**config.mk**
```make
export PLATFORM = sky130hd
export DESIGN_NAME = decode_stage_flat
export DESIGN_NICKNAME = d
export VERILOG_FILES = /design/src/rtl/decode_stage_if.sv /design/src/rtl/decode_stage.sv /design/src/flat_wrapper.sv
export SDC_FILE = /design/constraint.sdc
export NUM_CORES = 1
export LEC_CHECK = 0
export ABC_AREA = 1
export CAP_MARGIN = 40
export CELL_PAD_IN_SITES_DETAIL_PLACEMENT = 1
export CELL_PAD_IN_SITES_GLOBAL_PLACEMENT = 2
export CORE_ASPECT_RATIO = 1.2
export CORE_MARGIN = 2
export CORE_UTILIZATION = 26
export CTS_BUF_LIST = sky130_fd_sc_hd__clkbuf_8
export DETAILED_ROUTE_END_ITERATION = 10
export GPL_TIMING_DRIVEN = 0
export PLACE_DENSITY_LB_ADDON = 0.12
export SYNTH_ARGS = -nofsm -noshare
export SYNTH_HDL_FRONTEND = slang
export SYNTH_SLANG_ARGS = --single-unit
```
**constraint.sdc**
```tcl
create_clock -name I_CLOCK -period 10.2 [get_ports I_CLOCK]
set_input_delay 1.02 -clock I_CLOCK [delete_from_list [all_inputs] [get_ports I_CLOCK]]
set_output_delay 1.02 -clock I_CLOCK [all_outputs]
set_load 0.005 [all_outputs]
```
**src/rtl/decode_stage_if.sv**
```systemverilog
// FE/DE inputs, writeback/resolve inputs, stall feedback and DE/EX latch outputs of the decode stage.
interface decode_stage_if;
    logic        I_LOCK;
    logic [15:0] I_PC;
    logic [31:0] I_IR;
    logic        I_FetchStall;
    logic        I_WBEnable;
    logic [3:0]  I_WBDestReg;
    logic [15:0] I_WBValue;
    logic        I_BranchAddrSelect;
    logic        O_BranchStallSignal;
    logic        O_DepStallSignal;
    logic        O_LOCK;
    logic [15:0] O_PC;
    logic [7:0]  O_Opcode;
    logic [3:0]  O_DestReg;
    logic        O_DestValid;
    logic [15:0] O_Src1Value;
    logic [15:0] O_Src2Value;
    logic [15:0] O_Imm;
    logic        O_DecodeStall;

    modport slave (
        input  I_LOCK, I_PC, I_IR, I_FetchStall, I_WBEnable, I_WBDestReg, I_WBValue, I_BranchAddrSelect,
        output O_BranchStallSignal, O_DepStallSignal, O_LOCK, O_PC, O_Opcode, O_DestReg, O_DestValid,
               O_Src1Value, O_Src2Value, O_Imm, O_DecodeStall
    );

    modport master (
        output I_LOCK, I_PC, I_IR, I_FetchStall, I_WBEnable, I_WBDestReg, I_WBValue, I_BranchAddrSelect,
        input  O_BranchStallSignal, O_DepStallSignal, O_LOCK, O_PC, O_Opcode, O_DestReg, O_DestValid,
               O_Src1Value, O_Src2Value, O_Imm, O_DecodeStall
    );
endinterface

```
**src/rtl/decode_stage.sv**
```systemverilog
// Decode stage: field decode, 16x16 register file, per-register in-flight scoreboard, branch-wait FSM, DE/EX latch.
// Define DECODE_WB_BYPASS_EN to forward a same-cycle writeback into source reads and the dependency check.
module decode_stage #(
    parameter int NUM_REGS = 16,
    parameter int SB_MAX   = 3
) (
    input logic           I_CLOCK,
    input logic           I_RESET,
    decode_stage_if.slave bus
);
    localparam logic [1:0] SB_FULL = 2'(SB_MAX);

    typedef enum logic {RUN = 1'b0, BR_WAIT = 1'b1} br_state_t;
    br_state_t state_reg, state_next;

    logic [15:0] rf_reg   [NUM_REGS];
    logic [1:0]  cnt_reg  [NUM_REGS];
    logic [1:0]  cnt_view [NUM_REGS];
    logic [NUM_REGS-1:0] cnt_inc, cnt_dec;

    logic [7:0] op;
    logic [3:0] dest_idx, src1_idx, src2_idx;
    logic is_alu_reg, is_alu_imm, is_ldw, is_stw, is_br, is_jmp, is_known;
    logic has_dest, reads1, reads2, valid, dep_stall, issue;
    logic [15:0] src1_val, src2_val;

    assign op         = bus.I_IR[31:24];
    assign dest_idx   = bus.I_IR[23:20];
    assign src1_idx   = bus.I_IR[19:16];
    assign is_alu_reg = (op[7:4] == 4'h0);
    assign is_alu_imm = (op[7:4] == 4'h1);
    assign is_ldw     = (op == 8'h40);
    assign is_stw     = (op == 8'h41);
    assign is_br      = (op[7:3] == 5'b00100);
    assign is_jmp     = (op == 8'h28);
    assign is_known   = is_alu_reg | is_alu_imm | is_ldw | is_stw | is_br | is_jmp;
    assign has_dest   = is_alu_reg | is_alu_imm | is_ldw;
    assign reads1     = is_alu_reg | is_alu_imm | is_ldw | is_stw | is_jmp;
    assign reads2     = is_alu_reg | is_stw;
    // Stores carry their data register in the dest field.
    assign src2_idx   = is_stw ? dest_idx : bus.I_IR[11:8];
    assign valid      = bus.I_LOCK & ~bus.I_FetchStall;

    genvar gi;
    generate
        for (gi = 0; gi < NUM_REGS; gi++) begin : g_sb
            assign cnt_dec[gi] = bus.I_WBEnable && (bus.I_WBDestReg == 4'(gi)) && (cnt_reg[gi] != 2'd0);
            assign cnt_inc[gi] = issue && has_dest && (dest_idx == 4'(gi));
`ifdef DECODE_WB_BYPASS_EN
            assign cnt_view[gi] = cnt_reg[gi] - {1'b0, cnt_dec[gi]};
`else
            assign cnt_view[gi] = cnt_reg[gi];
`endif
        end
    endgenerate

`ifdef DECODE_WB_BYPASS_EN
    assign src1_val = (bus.I_WBEnable && bus.I_WBDestReg == src1_idx) ? bus.I_WBValue : rf_reg[src1_idx];
    assign src2_val = (bus.I_WBEnable && bus.I_WBDestReg == src2_idx) ? bus.I_WBValue : rf_reg[src2_idx];
`else
    assign src1_val = rf_reg[src1_idx];
    assign src2_val = rf_reg[src2_idx];
`endif

    assign dep_stall = valid && (state_reg == RUN) &&
                       ((reads1 && cnt_view[src1_idx] != 2'd0) ||
                        (reads2 && cnt_view[src2_idx] != 2'd0) ||
                        (has_dest && cnt_view[dest_idx] == SB_FULL));
    assign issue     = valid && !dep_stall && (state_reg == RUN);

    assign bus.O_DepStallSignal    = dep_stall;
    assign bus.O_BranchStallSignal = (valid && (is_br || is_jmp) && state_reg == RUN) || (state_reg == BR_WAIT);

    always_comb begin
        state_next = state_reg;
        case (state_reg)
            RUN:     if (issue && (is_br || is_jmp)) state_next = BR_WAIT;
            BR_WAIT: if (bus.I_BranchAddrSelect) state_next = RUN;
            default: state_next = RUN;
        endcase
        if (!bus.I_LOCK) state_next = RUN;
    end

    always_ff @(negedge I_CLOCK or posedge I_RESET) begin
        if (I_RESET) state_reg <= RUN;
        else         state_reg <= state_next;
    end

    always_ff @(negedge I_CLOCK or posedge I_RESET) begin
        if (I_RESET) begin
            for (int i = 0; i < NUM_REGS; i++) rf_reg[i] <= 16'h0;
        end else if (bus.I_WBEnable) begin
            rf_reg[bus.I_WBDestReg] <= bus.I_WBValue;
        end
    end

    // Issue and retire to the same register cancel; a retire at zero is dropped.
    always_ff @(negedge I_CLOCK or posedge I_RESET) begin
        if (I_RESET) begin
            for (int i = 0; i < NUM_REGS; i++) cnt_reg[i] <= 2'd0;
        end else begin
            for (int i = 0; i < NUM_REGS; i++) begin
                if (!bus.I_LOCK) cnt_reg[i] <= 2'd0;
                else case ({cnt_inc[i], cnt_dec[i]})
                    2'b10:   cnt_reg[i] <= cnt_reg[i] + 2'd1;
                    2'b01:   cnt_reg[i] <= cnt_reg[i] - 2'd1;
                    default: cnt_reg[i] <= cnt_reg[i];
                endcase
            end
        end
    end

    logic        lock_reg, dest_valid_reg, stall_reg;
    logic [15:0] pc_reg, src1_reg, src2_reg, imm_reg;
    logic [7:0]  opcode_reg;
    logic [3:0]  dest_reg;

    always_ff @(negedge I_CLOCK or posedge I_RESET) begin
        if (I_RESET) begin
            lock_reg       <= 1'b0;
            pc_reg         <= 16'h4;
            opcode_reg     <= 8'hFF;
            dest_reg       <= 4'h0;
            dest_valid_reg <= 1'b0;
            src1_reg       <= 16'h0;
            src2_reg       <= 16'h0;
            imm_reg        <= 16'h0;
            stall_reg      <= 1'b1;
        end else begin
            lock_reg       <= bus.I_LOCK;
            stall_reg      <= ~issue;
            dest_valid_reg <= issue & has_dest;
            if (issue) begin
                pc_reg     <= bus.I_PC;
                opcode_reg <= is_known ? op : 8'hFF;
                dest_reg   <= dest_idx;
                src1_reg   <= src1_val;
                src2_reg   <= src2_val;
                imm_reg    <= bus.I_IR[15:0];
            end
        end
    end

    assign bus.O_LOCK        = lock_reg;
    assign bus.O_PC          = pc_reg;
    assign bus.O_Opcode      = opcode_reg;
    assign bus.O_DestReg     = dest_reg;
    assign bus.O_DestValid   = dest_valid_reg;
    assign bus.O_Src1Value   = src1_reg;
    assign bus.O_Src2Value   = src2_reg;
    assign bus.O_Imm         = imm_reg;
    assign bus.O_DecodeStall = stall_reg;
endmodule

```
**src/flat_wrapper.sv**
```systemverilog
// flat-port wrapper written by rule: the top's interface ports become plain ports
module decode_stage_flat 
#(
    parameter int NUM_REGS = 16,
    parameter int SB_MAX   = 3
)
  (I_CLOCK, I_RESET, bus_I_LOCK, bus_I_PC, bus_I_IR, bus_I_FetchStall, bus_I_WBEnable, bus_I_WBDestReg, bus_I_WBValue, bus_I_BranchAddrSelect, bus_O_BranchStallSignal, bus_O_DepStallSignal, bus_O_LOCK, bus_O_PC, bus_O_Opcode, bus_O_DestReg, bus_O_DestValid, bus_O_Src1Value, bus_O_Src2Value, bus_O_Imm, bus_O_DecodeStall);
  decode_stage_if bus_i ();
  input logic I_CLOCK;
  input logic I_RESET;
  input wire logic [$bits(bus_i.I_LOCK)-1:0] bus_I_LOCK;
  input wire logic [$bits(bus_i.I_PC)-1:0] bus_I_PC;
  input wire logic [$bits(bus_i.I_IR)-1:0] bus_I_IR;
  input wire logic [$bits(bus_i.I_FetchStall)-1:0] bus_I_FetchStall;
  input wire logic [$bits(bus_i.I_WBEnable)-1:0] bus_I_WBEnable;
  input wire logic [$bits(bus_i.I_WBDestReg)-1:0] bus_I_WBDestReg;
  input wire logic [$bits(bus_i.I_WBValue)-1:0] bus_I_WBValue;
  input wire logic [$bits(bus_i.I_BranchAddrSelect)-1:0] bus_I_BranchAddrSelect;
  output wire logic [$bits(bus_i.O_BranchStallSignal)-1:0] bus_O_BranchStallSignal;
  output wire logic [$bits(bus_i.O_DepStallSignal)-1:0] bus_O_DepStallSignal;
  output wire logic [$bits(bus_i.O_LOCK)-1:0] bus_O_LOCK;
  output wire logic [$bits(bus_i.O_PC)-1:0] bus_O_PC;
  output wire logic [$bits(bus_i.O_Opcode)-1:0] bus_O_Opcode;
  output wire logic [$bits(bus_i.O_DestReg)-1:0] bus_O_DestReg;
  output wire logic [$bits(bus_i.O_DestValid)-1:0] bus_O_DestValid;
  output wire logic [$bits(bus_i.O_Src1Value)-1:0] bus_O_Src1Value;
  output wire logic [$bits(bus_i.O_Src2Value)-1:0] bus_O_Src2Value;
  output wire logic [$bits(bus_i.O_Imm)-1:0] bus_O_Imm;
  output wire logic [$bits(bus_i.O_DecodeStall)-1:0] bus_O_DecodeStall;
  assign bus_i.I_LOCK = bus_I_LOCK;
  assign bus_i.I_PC = bus_I_PC;
  assign bus_i.I_IR = bus_I_IR;
  assign bus_i.I_FetchStall = bus_I_FetchStall;
  assign bus_i.I_WBEnable = bus_I_WBEnable;
  assign bus_i.I_WBDestReg = bus_I_WBDestReg;
  assign bus_i.I_WBValue = bus_I_WBValue;
  assign bus_i.I_BranchAddrSelect = bus_I_BranchAddrSelect;
  assign bus_O_BranchStallSignal = bus_i.O_BranchStallSignal;
  assign bus_O_DepStallSignal = bus_i.O_DepStallSignal;
  assign bus_O_LOCK = bus_i.O_LOCK;
  assign bus_O_PC = bus_i.O_PC;
  assign bus_O_Opcode = bus_i.O_Opcode;
  assign bus_O_DestReg = bus_i.O_DestReg;
  assign bus_O_DestValid = bus_i.O_DestValid;
  assign bus_O_Src1Value = bus_i.O_Src1Value;
  assign bus_O_Src2Value = bus_i.O_Src2Value;
  assign bus_O_Imm = bus_i.O_Imm;
  assign bus_O_DecodeStall = bus_i.O_DecodeStall;
  decode_stage #(.NUM_REGS(NUM_REGS), .SB_MAX(SB_MAX)) u_core (.I_CLOCK(I_CLOCK), .I_RESET(I_RESET), .bus(bus_i));
endmodule
```
# Yosys cells after proc, flatten, opt, wreduce, memory -nomap -nowiden
# Index checks and enable logic that the tools add are counted.
[word_totals] register_bits=368 ram_bits=0 n_memories=0 latch_bits=0 rom_bits=0 word_cells=321
[op_classes] bitwise_logic=16 mux=56 n_div=0 order_cmp=5 n_eq_ne=84 n_addsub=32 n_shift=0 n_reduce_logical=86 n_mul=0
[ops] operator="$bwmux W256" n=1
[ops] operator="$bmux W16 S4" n=2
[ops] operator="$mux W16" n=5
[ops] operator="$demux W16 S4" n=1
[ops] operator="$eq A4 B4 Y1 const B" n=16
[ops] operator="$pmux W2 S2" n=16
[ops] operator="$logic_and A1 B1 Y1" n=60
[ops] operator="$ne A3 B1 Y1 const B" n=16
[ops] operator="$mux W2" n=22
[ops] operator="$reduce_bool A2 Y1" n=18
[ops] operator="$eq A2 B2 Y1 const B" n=17
[ops] operator="$add A2 B1 Y2 const B" n=16
[ops] operator="$eq A2 B1 Y1 const B" n=16
[ops] operator="$eq A4 B3 Y1 const B" n=8
[ops] operator="$sub A2 B1 Y2 const B" n=16
[ops] operator="$bmux W2 S4" n=3
[ops] operator="$ge A5 B5 Y1 const B" n=4
[ops] operator="$not A4 Y5" n=4
[ops] operator="$eq A4 B2 Y1 const B" n=4
[ops] operator="$eq A8 B7 Y1 const B" n=2
[ops] operator="$eq A4 B1 Y1 const B" n=3
[ops] operator="$logic_not A4 Y1" n=3
[ops] operator="$eq A8 B6 Y1 const B" n=1
[ops] operator="$mux W8" n=1
[ops] operator="other kinds (10)" n=24

# Depth between registers and ports, before layout
# Gate-level depths: netlist of the first run.
[logic_depth] depth_word=19 ltp_mapped=21 mapped_depth_nobuf=20

==> metrics.txt, run 1 <==
unrepaired setup endpoints after global routing=false; All-Layer GR Usage=31.4%; Post-Place Cell Area=23,700 sq um; final wirelength=124,000 um; most frequent cell after synthesis=sky130_fd_sc_hd__o21ai_0; most area-hungry cell type in the Yosys netlist=sky130_fd_sc_hd__dfrtn_1; clock slew seen by the registers of the worst setup and hold paths=40 ps; root buffer cell=sky130_fd_sc_hd__clkbuf_8; vias in the first global route=22,700; highest net fanout along the worst path=10; TritonCTS clock tree=yes; count of different cell masters after synthesis=42; top-area cell type share of the netlist area=45.3%; gp weighted congestion=1.00; Horiz. Die Dim=256 um; initial core utilization=26.3%; outcome=finished clean; worst relative slew slack=33.0%; Routed wire per std cell=30.8 um; clock net sink count=368; number of routed nets with antenna violations=0; TritonCTS Buffers=74; number of placement rows=110; largest net degree at the start of global routing=39; total overflow reported by the global router=0; Vert. Die Dim=306 um; CTS Buffer Depth=3; proportion of synthesized chip area in sequential cells=46.6%; total of hold buffers inserted after clock tree synthesis=0; area of the core=75,100 sq um; Initial DRT Pass Iterations=5; worst hold path class=flop to flop; type of the setup path with the least slack=input port to flop; measured slew at the worst slew-check pin=1000 ps; Largest register FFs=256; total of endpoints with negative setup slack in the final report=0; post-synthesis instance area=19,800 sq um; HPWL after detailed placement=96,200 um; critical path endpoint category=flop; number of antenna violations at the first check in global routing=8; Post-synth top cells=531 x sky130_fd_sc_hd__o21ai_0, 521 x sky130_fd_sc_hd__nand2_1, 358 x sky130_fd_sc_hd__dfrtn_1; average vias per placed instance=5.44; clock network latency to the later pin of the worst-skew pair=670 ps; areal power density over the cells=189 nW/um^2; number of vias in the routed layout=22,000; post-synthesis cell count=2,644; top cells by area, synth=sky130_fd_sc_hd__dfrtn_1 45%, sky130_fd_sc_hd__o21ai_0 13%, sky130_fd_sc_hd__nand2_1 9.9%, sky130_fd_sc_hd__a21oi_1 6.0%, sky130_fd_sc_hd__inv_1 5.0%; sort of element at the start of the critical path=input port; CTS H-Tree Depth=3; maxcap violations=0; number of hold violations in the final report=0; register bit count reported by yosys=368; IR Drop Worst-Case VDD=70.9 uV; full die area=78,300 sq um; Post-Syn Nets=2,718; number of DRC markers in iteration 0=2,193; remaining routing DRC violations=0; dominant register cell in the synthesized netlist=sky130_fd_sc_hd__dfrtn_1; fillcell total=9,282; Setup Fix Bufs, Post-CTS=0; Static Leak=11.1 nW; fraction of registers with async set or reset after synthesis=100%; post-route cell area=25,200 sq um; count of nets after finishing=3,040; required time of the worst setup path=5560 ps; largest clock skew in the final design=57.6 ps; area taken by flip-flops and latches=9220 sq um; combined area of the multi-input logic cells=8770 sq um; syn avg cell area=7.48 sq um; # resized after CTS=0; global-route wire length before repair=174,000 um; number of warning messages in the yosys log=0; Max Slew Vio Count=0; fraction of layout cells with a size suffix above 1=8.74%; IO Port Bufs=135; layout overhead on the synthesized area=27.5%; number of synthesized flops with an enable pin=0; number of ports placed on the die boundary=155; setup TNS after final layout=0 ps; Arrival @ worst endpoint=4960 ps
## critical path, stage by stage
cell	delay [ps]
sky130_fd_sc_hd__clkdlybuf4s50_1	540
sky130_fd_sc_hd__nand2_2	110
sky130_fd_sc_hd__nor2_8	200
sky130_fd_sc_hd__nand3_4	130
sky130_fd_sc_hd__nand2_4	180
sky130_fd_sc_hd__clkbuf_1	550
sky130_fd_sc_hd__clkbuf_1	740
sky130_fd_sc_hd__buf_8	250
sky130_fd_sc_hd__a21oi_1	80
sky130_fd_sc_hd__o311ai_0	630
sky130_fd_sc_hd__nand3_1	310
sky130_fd_sc_hd__o21a_1	190
## routing by layer
metal  GRT usage, %  vias to the layer above  part of all wire [%]
met5              0                        -                 0.023
li1               -                     9539                     -
met1           37.1                    11100                    39
met3           7.09                      367                   7.1
met2           51.8                     1007                    47
met4           19.9                        4                   7.3
## cells in the final DEF (no fill, tap or decap), types with 12 or more instances in the layout
cell	Yosys	routed
sky130_fd_sc_hd__a21oi_1	237	237
sky130_fd_sc_hd__a31oi_1	25	25
sky130_fd_sc_hd__buf_1	20	23
sky130_fd_sc_hd__buf_2	15	18
sky130_fd_sc_hd__buf_4	3	12
sky130_fd_sc_hd__buf_6	0	44
sky130_fd_sc_hd__buf_8	0	32
sky130_fd_sc_hd__clkbuf_1	156	156
sky130_fd_sc_hd__clkbuf_8	0	90
sky130_fd_sc_hd__clkdlybuf4s50_1	0	135
sky130_fd_sc_hd__dfrtn_1	358	358
sky130_fd_sc_hd__inv_1	265	300
sky130_fd_sc_hd__nand2_1	521	521
sky130_fd_sc_hd__nand3_1	140	140
sky130_fd_sc_hd__nand4_1	17	17
sky130_fd_sc_hd__nor2_1	168	168
sky130_fd_sc_hd__o211ai_1	13	13
sky130_fd_sc_hd__o21a_1	16	16
sky130_fd_sc_hd__o21ai_0	531	531
sky130_fd_sc_hd__o21ai_1	18	18
sky130_fd_sc_hd__o221ai_1	32	32
sky130_fd_sc_hd__o311ai_0	30	24
## logic make-up after synthesis
| family | Yosys count | synth area share (%) |
|---|---|---|
| buf+inv | 468 | 9.03 |
| flops | 368 | 46.6 |
| compound gates | 937 | 26.0 |
| simple gates | 871 | 18.3 |
## metrics by stage
stage	util (%)	hold WS, ps	total power [mW]	setup slack [ps]	std cells
CTS	33.5	429	4.79	781	4028
finish	33.6	425	4.77	600	4036
global route	33.5	439	5.01	512	4031
detailed placement	31.5	426	3.17	144	3889
global placement	29.8	425	3.08	-3960	3787
floorplan	-	414	2.53	-668	2644
## path summary, 6_finish.rpt
kind	start	cells after the start	end	slack (ps)
min in group asynchronous	I_RESET	2	u_core.bus.O_PC[8]$_DFFE_NP0N_	5870
worst max-delay path	bus_I_IR[30]	12	u_core.bus.O_Src2Value[0]$_DFFE_NP0N_	600
worst min register to register	u_core.bus.O_PC[1]$_DFFE_NP0N_	2	u_core.bus.O_PC[1]$_DFFE_NP0N_	430
worst max register to register	u_core.cnt_reg[27]$_DFFE_NP0P_	15	u_core.bus.O_Src2Value[7]$_DFFE_NP0N_	6990
max in group asynchronous	I_RESET	5	u_core.rf_reg[202]$_DFFE_NP0P_	3070
worst min-delay path	u_core.bus.O_PC[1]$_DFFE_NP0N_	2	u_core.bus.O_PC[1]$_DFFE_NP0N_	430
## final cells by class
type / count / share of cell area (%)
antenna: 8 / 0.0794
buffer: 194 / 3.01
clock buffer: 90 / 4.91
clock inverter: 50 / 1.06
inverter: 273 / 4.08
multi-input combinational: 1808 / 34.8
sequential: 368 / 36.6
tap: 1008 / 5.00
timing repair buffer: 237 / 10.5
## where the power goes
group / switching, mW / internal (mW)
sequential: 0.200 / 1.80
clock: 0.759 / 0.851
combinational: 0.752 / 0.413
Note: power is estimated with default switching activity, not from simulation.
==> run 2: changes to the inputs <==
--- a/config.mk
+++ b/config.mk
@@ -13,6 +13,7 @@
 export CORE_MARGIN = 2
 export CORE_UTILIZATION = 26
 export CTS_BUF_LIST = sky130_fd_sc_hd__clkbuf_8
+export CTS_CLUSTER_DIAMETER = 60
 export DETAILED_ROUTE_END_ITERATION = 10
 export GPL_TIMING_DRIVEN = 0
 export PLACE_DENSITY_LB_ADDON = 0.12
==> metrics.txt, run 2 (synthesis results as in run 1) <==
outcome=finished clean; area of the core=75,100 sq um (unchanged); largest stage delay on the critical path=750 ps (about the same); total overflow reported by the global router=0 (unchanged); Overall Power=4.78 mW (about the same); internal power=3.06 mW (about the same); sw power=1.71 mW (+0.12%); most used cell along the critical path=sky130_fd_sc_hd__clkbuf_1; remaining routing DRC violations=0 (unchanged); Initial DRT Pass Iterations=5 (unchanged); number of DRC markers in iteration 0=2,228 (+1.6%); layout overhead on the synthesized area=27.5% (about the same); Worst Reg-to-Reg Cells=15 (unchanged); IO Port Bufs=135 (unchanged); total of hold buffers inserted after clock tree synthesis=0 (unchanged); crit path cell chain=clkdlybuf4s50_1, nand2_2, nor2_8, nand3_4, nand2_4, clkbuf_1, clkbuf_1, buf_8, a21oi_1, o311ai_0, nand3_1, o21a_1; total of endpoints with negative setup slack in the final report=0 (unchanged); Reg power frac=41.8% (about the same); post-route cell area=25,200 sq um (about the same); largest net degree at the start of global routing=39 (unchanged); Vert. Die Dim=306 um (unchanged); unrepaired setup endpoints after global routing=false; clock network latency to the later pin of the worst-skew pair=670 ps (about the same); switching part of the total=35.9% (about the same); global-route wire length before repair=174,000 um (about the same); number of ports placed on the die boundary=155 (unchanged); Comb power frac=24.4% (about the same); clock net sink count=368 (unchanged); root buffer cell=sky130_fd_sc_hd__clkbuf_8; clock slew seen by the registers of the worst setup and hold paths=40 ps (about the same); number of routed nets with antenna violations=0 (unchanged); critical-path cell with the highest stage delay=sky130_fd_sc_hd__o311ai_0; TritonCTS clock tree=yes; setup TNS after final layout=0 ps (unchanged); initial core utilization=26.3% (unchanged); type of the setup path with the least slack=input port to flop; full die area=78,300 sq um (unchanged); highest net fanout along the worst path=10 (unchanged); All-Layer GR Usage=31.3% (-0.10 points); fraction of layout cells with a size suffix above 1=8.83% (+0.088 points); number of hold violations in the final report=0 (unchanged); Post-Place Cell Area=23,700 sq um (unchanged); IR Drop Worst-Case VDD=73.4 uV (+3.6%); worst relative slew slack=34.4% (+1.4 points); Cells on Worst Hold Path=2 (unchanged); largest clock skew in the final design=69.1 ps (+11.5 ps); HPWL after detailed placement=96,200 um (unchanged); Core Util, Final=33.6% (about the same); Setup Fix Bufs, Post-CTS=0 (unchanged); Horiz. Die Dim=256 um (unchanged); number of antenna violations at the first check in global routing=7 (-1); share of power burned in the clock network=33.8% (about the same); critical path endpoint category=flop; # resized after CTS=0 (unchanged); measured slew at the worst slew-check pin=984 ps (-20.5 ps); number of placement rows=110 (unchanged); worst path buffer plus inverter count=4 (unchanged); average vias per placed instance=5.44 (-0.12%); Arrival @ worst endpoint=5080 ps (+120 ps); kind of cell with the highest combined delay on the critical path=buffers and inverters; CTS H-Tree Depth=3 (unchanged); vias in the first global route=22,800 (+0.21%); final wirelength=124,000 um (-0.23%); most common cell after layout, fill and taps aside=sky130_fd_sc_hd__o21ai_0; areal power density over the cells=189 nW/um^2 (about the same); Static Leak=11.1 nW (+0.13%); Max Slew Vio Count=0 (unchanged); maxcap violations=0 (unchanged); most used cells in the layout excluding fill and tap cells=531 x sky130_fd_sc_hd__o21ai_0, 521 x sky130_fd_sc_hd__nand2_1, 358 x sky130_fd_sc_hd__dfrtn_1; Placement Setup Slack=144 ps (unchanged); sort of element at the start of the critical path=input port; number of cells on the critical path=12 (unchanged); number of vias in the routed layout=21,900 (-0.15%); Largest register FFs=256 (unchanged); Routed wire per std cell=30.7 um (-0.21%); gp weighted congestion=1.00 (unchanged); worst path setup slack after routing=485 ps (-115 ps); count of nets after finishing=3,042 (+0.066%); required time of the worst setup path=5560 ps (about the same); CTS Buffer Depth=3 (unchanged); worst hold path class=flop to flop; TritonCTS Buffers=75 (+1.4%)
==> run 2: cell count changes in the layout (fill, tap and decap cells not counted) <==
cell and delta:
sky130_fd_sc_hd__inv_8 +1, sky130_fd_sc_hd__clkinvlp_4 +1, sky130_fd_sc_hd__inv_6 -2, sky130_fd_sc_hd__clkinv_2 +2, sky130_fd_sc_hd__inv_1 +1, sky130_fd_sc_hd__diode_2 -5
sky130_fd_sc_hd__buf_2 +1
==> run 2: cell type report <==
cell class	instances	area [sq um]
antenna	3	7.51
clock inverter	53	283
buffer	194	758
clock buffer	90	1240
timing repair buffer	238	2650
inverter	273	1030
multi-input combinational	1808	8770
tap	1008	1260
fill	9270	49900
sequential	368	9220
==> run 2: metrics by stage <==
stage	hold WS (ps)	instances
final	425	4035
after global routing	439	4034
after CTS	429	4031
after detailed placement	426	3889
after global placement	425	3787
after floorplan	414	2644
==> run 2: power groups by stage <==
stage	logic (mW)	registers, mW	clock network (mW)
floorplan	0.574	1.95	0.00663
global placement	1.07	2.00	0.00663
detailed placement	1.15	2.01	0.00663
CTS	1.16	1.99	1.66
global route	1.26	2.03	1.72
finish	1.16	2.00	1.62
==> run 2: worst paths after layout <==
kind,start,to,slack [ps]
min,u_core.bus.O_PC[1]$_DFFE_NP0N_,u_core.bus.O_PC[1]$_DFFE_NP0N_,430
max,bus_I_IR[30],u_core.bus.O_Src2Value[0]$_DFFE_NP0N_,480
min in group asynchronous,I_RESET,u_core.bus.O_PC[8]$_DFFE_NP0N_,5870
min reg2reg,u_core.bus.O_PC[1]$_DFFE_NP0N_,u_core.bus.O_PC[1]$_DFFE_NP0N_,430
max in group asynchronous,I_RESET,u_core.rf_reg[202]$_DFFE_NP0P_,3070
max reg2reg,u_core.cnt_reg[31]$_DFFE_NP0P_,u_core.bus.O_Src2Value[7]$_DFFE_NP0N_,7020
==> run 2: worst min-delay path, stage by stage, from the launching register on <==
cell	delay, ps
sky130_fd_sc_hd__dfrtn_1	400
sky130_fd_sc_hd__nand2_1	50
sky130_fd_sc_hd__nand2_1	50
==> run 2: routing by layer <==
layer	global-route usage [%]	vias up	wire, um
met5	0	-	41
met4	20.1	4	8890
met3	6.37	345	8110
met2	52.1	1005	58300
met1	36.9	11100	48600
li1	-	9533	-
